[src/rtl/timer_apb_master.sv]
// Single-outstanding APB master: converts valid/ready register commands into APB
// transfers on the timer slave port and returns read data / error / timeout status.
module timer_apb_master #(
    parameter int unsigned ADDR_WIDTH     = 8,
    parameter int unsigned DATA_WIDTH     = 8,
    parameter int unsigned TIMEOUT_CYCLES = 16
) (
    input  logic                  PCLK,
    input  logic                  PRESET,
    input  logic                  cmd_valid,
    output logic                  cmd_ready,
    input  logic                  cmd_write,
    input  logic [ADDR_WIDTH-1:0] cmd_addr,
    input  logic [DATA_WIDTH-1:0] cmd_wdata,
    output logic                  rsp_valid,
    input  logic                  rsp_ready,
    output logic [DATA_WIDTH-1:0] rsp_rdata,
    output logic                  rsp_err,
    output logic                  rsp_timeout,
    output logic                  PSEL,
    output logic                  PENABLE,
    output logic                  PWRITE,
    output logic [ADDR_WIDTH-1:0] PADDR,
    output logic [DATA_WIDTH-1:0] PWDATA,
    input  logic [DATA_WIDTH-1:0] PRDATA,
    input  logic                  PREADY,
    input  logic                  PSLVERR
);

    localparam int unsigned CNT_W = (TIMEOUT_CYCLES > 0) ? $clog2(TIMEOUT_CYCLES + 1) : 1;
    localparam logic [CNT_W-1:0] CNT_LAST = CNT_W'(TIMEOUT_CYCLES - 1);

    typedef enum logic [1:0] {
        S_IDLE,
        S_SETUP,
        S_ACCESS,
        S_RESP
    } state_e;

    state_e                  state_q, state_d;
    logic [CNT_W-1:0]        cnt_q, cnt_d;
    logic                    pwrite_q, pwrite_d;
    logic [ADDR_WIDTH-1:0]   paddr_q, paddr_d;
    logic [DATA_WIDTH-1:0]   pwdata_q, pwdata_d;
    logic [DATA_WIDTH-1:0]   rdata_q, rdata_d;
    logic                    err_q, err_d;
    logic                    to_q, to_d;
    logic                    timeout_hit;

    // Handshake and APB control strobes are pure state decodes.
    assign cmd_ready   = (state_q == S_IDLE);
    assign PSEL        = (state_q == S_SETUP) || (state_q == S_ACCESS);
    assign PENABLE     = (state_q == S_ACCESS);
    assign rsp_valid   = (state_q == S_RESP);
    assign PWRITE      = pwrite_q;
    assign PADDR       = paddr_q;
    assign PWDATA      = pwdata_q;
    assign rsp_rdata   = rdata_q;
    assign rsp_err     = err_q;
    assign rsp_timeout = to_q;

    assign timeout_hit = (TIMEOUT_CYCLES != 0) && (cnt_q == CNT_LAST);

    always_comb begin
        state_d  = state_q;
        cnt_d    = cnt_q;
        pwrite_d = pwrite_q;
        paddr_d  = paddr_q;
        pwdata_d = pwdata_q;
        rdata_d  = rdata_q;
        err_d    = err_q;
        to_d     = to_q;
        case (state_q)
            S_IDLE: begin
                if (cmd_valid) begin
                    pwrite_d = cmd_write;
                    paddr_d  = cmd_addr;
                    pwdata_d = cmd_wdata;
                    state_d  = S_SETUP;
                end
            end
            S_SETUP: state_d = S_ACCESS;
            S_ACCESS: begin
                // PREADY takes priority over a timeout landing on the same cycle.
                if (PREADY) begin
                    rdata_d = (!pwrite_q && !PSLVERR) ? PRDATA : '0;
                    err_d   = PSLVERR;
                    to_d    = 1'b0;
                    state_d = S_RESP;
                end else if (timeout_hit) begin
                    rdata_d = '0;
                    err_d   = 1'b1;
                    to_d    = 1'b1;
                    state_d = S_RESP;
                end else if (cnt_q != '1) begin
                    cnt_d = cnt_q + CNT_W'(1);
                end
            end
            S_RESP: begin
                if (rsp_ready) begin
                    cnt_d   = '0;
                    state_d = S_IDLE;
                end
            end
            default: state_d = S_IDLE;
        endcase
    end

    always_ff @(posedge PCLK or posedge PRESET) begin
        if (PRESET) begin
            state_q  <= S_IDLE;
            cnt_q    <= '0;
            pwrite_q <= 1'b0;
            paddr_q  <= '0;
            pwdata_q <= '0;
            rdata_q  <= '0;
            err_q    <= 1'b0;
            to_q     <= 1'b0;
        end else begin
            state_q  <= state_d;
            cnt_q    <= cnt_d;
            pwrite_q <= pwrite_d;
            paddr_q  <= paddr_d;
            pwdata_q <= pwdata_d;
            rdata_q  <= rdata_d;
            err_q    <= err_d;
            to_q     <= to_d;
        end
    end

endmodule

[config.mk]
export PLATFORM = sky130hd
export DESIGN_NAME = timer_apb_master
export DESIGN_NICKNAME = d
export VERILOG_FILES = /design/src/rtl/timer_apb_master.sv
export SDC_FILE = /design/constraint.sdc
export NUM_CORES = 1
export LEC_CHECK = 0
export CORE_ASPECT_RATIO = 0.9
export CORE_MARGIN = 2
export CORE_UTILIZATION = 40
export CTS_CLUSTER_SIZE = 24
export DETAILED_ROUTE_END_ITERATION = 10
export GPL_TIMING_DRIVEN = 0
export HOLD_SLACK_MARGIN = 0.12
export MAX_ROUTING_LAYER = met4
export PLACE_DENSITY = 0.77
export SLEW_MARGIN = 20
export SYNTH_ARGS = -nofsm -noshare
export SYNTH_HDL_FRONTEND = slang
export SYNTH_SLANG_ARGS = --single-unit
[constraint.sdc]
create_clock -name PCLK -period 2.2 [get_ports PCLK]
set_input_delay 0.33 -clock PCLK [delete_from_list [all_inputs] [get_ports PCLK]]
set_output_delay 0.33 -clock PCLK [all_outputs]
set_load 0.02 [all_outputs]
==> out/metrics.yaml <==
crit_type: "reg2out"
layout-drive-gt1-share_pct: 15.7
p_per_area_nw_per_um2: 1450
post_cts_buffers: 0
ctsHoldBuffers: 0
dr.pass1.iters: 4
cts_buffers: 5
syn_nets: 154
ys_seq_area_share_pct: 57.5
wl_um: 3510
drc: 0
rows: 20
fin_crit_ps: 2090
synth-seq-cells: 34
cts.clk_slew.worst_paths_ps: 70
r2r_slack_ps: 130
h-tree-depth: 2
reg2reg_from: "cnt_q[0]$_DFFE_PP0P_"
dieArea_um2: 4200
finalSetupTns_ps: 0
rsz0062_at_grt: "false"
die_w_um: 68.1
combPwrFrac_pct: 52.2
cts_buffer_depth: 2
worst_slew_pin_slew_ps: 693
timing.slew.headroom_pct: 53.7
ys_types: 27
dp_hpwl_um: 2640
max_cap_violations: 0
drtIter0Drc: 55
synth_area_per_cell_um2: 12.7
yosysWarnings: 0
area_growth_pct: 51.2
grt_pass1_vias: 1141
min_period_over_period_pct: 95.0
cts_tree: "done"
clock_sinks: 34
antenna_left: 0
hp-class: "in2async"
swShare_pct: 37.1
seq_power_share_pct: 33.5
synthCells: 116
p_sw_w: 0.00120
leakage_nw: 0.985
setup_ws_ps: 111
end_kind: "output pin"
p_clk_share_pct: 14.3
outcome: "completed"
fin_nets: 222
final_design_area_no_fill_um2: 2240
cpPeakStageDelay_ps: 650
crit_chain: "inv_1, ha_1, clkdlybuf4s50_1"
cts-root-buf: "clkbuf_8"
cp_slowest_cell: "clkdlybuf4s50_1"
antenna_cells: 0
insertion_delay_ps: 280
start_kind: "flop"
overflow: 0
cp_max_fo: 6
final_hold_viol_count: 0
netlist.area_leader.share_pct: 57.5
grt_usage_pct: 18.8
vdd_drop_max_v: 0.000684
grt_max_degree: 35
cp.required_ps: 1870
dpl_cell_area_um2: 2140
grt_pass1_wl_um: 5380
fmaxAchievable_mhz: 479
die_y_um: 61.7
syn_area_um2: 1480
fin_skew_ps: 5.79
routedWlPerCell_um: 15.3
preCtsSetupSlack_ps: 163
vias: 1183
gp_congestion: 0.801
cell_internal_pwr_w: 0.00204
numPortBuffers: 61
start_util_pct: 42.8
cts-resized-gates: 0
slew_viol_final: 0
antenna_found_initial: 0
worstPathArrival_ps: 1760
crit_start: "state_q[0]$_DFFE_PP0P_"
io_pins: 62
core_area_um2: 3450
yosys.area.top_type: "dfrtp_1"
postLayoutCoreUtil_pct: 64.7
ys_top_cells_by_area: "dfrtp_1 (58%), mux2_2 (14%), ha_1 (5.9%), a22o_1 (4.7%), o21ai_0 (2.0%)"
vias_per_cell: 5.17
setup_viol: 0
-- routing by layer --
layer / part of all wire (%) / vias up / wire length [µm] / global-route usage (%)
li1: - / 555 / - / -
met4: 2.2 / 0 / 77 / 9.14
met3: 6.8 / 7 / 237 / 6.40
met5: 0 / - / 0 / -
met2: 50 / 44 / 1760 / 29.3
met1: 41 / 577 / 1440 / 22.0
-- layout by cell type, fill, tap and decap left out, drive strengths merged --
cell           instances
or4                    1
nor3b                  1
nand2                  4
nand4                  1
mux2                  18
clkdlybuf4s50         61
nor2b                  2
and3                   1
a21oi                  5
o21ai                  7
a221oi                 1
clkbuf                 7
o31ai                  1
dfrtp                 34
ha                     7
a22o                   8
mux2i                  1
a2bb2oi                1
clkinv                 1
nand3b                 1
a22oi                  1
nand4b                 1
buf                    2
nor2                   5
inv                    7
nand3                  3
o31a                   1
nor3                   2
-- synthesized netlist by cell type --
library cell,instances
buf_2,2
a221oi_1,1
o31a_1,1
a21oi_1,5
a22oi_1,1
a2bb2oi_1,1
dfrtp_1,34
o21ai_0,6
nor3_1,1
nor2_1,5
mux2_2,18
o31ai_1,1
nor3_2,1
nand3b_1,1
ha_1,7
mux2i_1,1
inv_1,7
nor2b_1,2
a22o_1,8
nand4_1,1
nand3_1,3
o21ai_1,1
or4_1,1
and3_1,1
nand2_1,4
nand4b_1,1
nor3b_1,1
-- cell type report --
type,instances,area [µm²]
clock buffers,7,86.3
well taps,44,55.1
fillers,266,1220
flip-flops and latches,34,851
repair buffers,61,611
plain buffers,2,10.0
inverters,7,26.3
clock inverters,1,5.00
multi-input cells,73,592
-- stage by stage --
stage	hold WS (ps)	cells	power, W
2_1_floorplan	416	116	0.00201
3_3_place_gp	486	221	0.00273
3_5_place_dp	494	221	0.00280
4_1_cts	496	229	0.00328
5_1_grt	518	229	0.00346
6_report	473	229	0.00324
-- power groups by stage --
stage / registers, W / clock network, W / logic (W)
after floorplan: 0.00137 / 0 / 0.000636
after global placement: 0.00107 / 0 / 0.00166
after detailed placement: 0.00109 / 0 / 0.00170
after CTS: 0.00108 / 0.000488 / 0.00171
after global routing: 0.00112 / 0.000529 / 0.00181
final: 0.00108 / 0.000464 / 0.00169
-- path summary, 6_finish.rpt --
kind                                           end  depth (start not counted)
setup / recovery                           PENABLE                          3
hold reg to reg              PWDATA[3]$_DFFE_PP0P_                          1
hold / removal               PWDATA[6]$_DFFE_PP0P_                          2
max in group asynchronous  rsp_timeout$_DFFE_PP0P_                          2
min in group PCLK            PWDATA[3]$_DFFE_PP0P_                          1
setup reg to reg              cnt_q[3]$_DFFE_PP0P_                          6
-- flip-flops by register name (all words and copies together), names as in the netlist --
name	flops
rsp_timeout	1
state_q	2
PADDR	8
PWDATA	8
rsp_err	1
cnt_q	5
PWRITE	1
rsp_rdata	8
-- logic make-up after synthesis --
family	Yosys count	synth area share, %
flops	34	57.5
compound gates	25	11.6
simple gates	22	8.12
mux	19	14.4
buf+inv	9	2.45
fa+ha+maj	7	5.92
-- worst max-delay path: cells and delay by family, from the launching register on --
| kind | cells | cell delay (ps) |
|---|---|---|
| buf+inv | 2 | 770 |
| flops | 1 | 400 |
| fa+ha+maj | 1 | 310 |
Note: power is estimated with default switching activity, not from simulation.
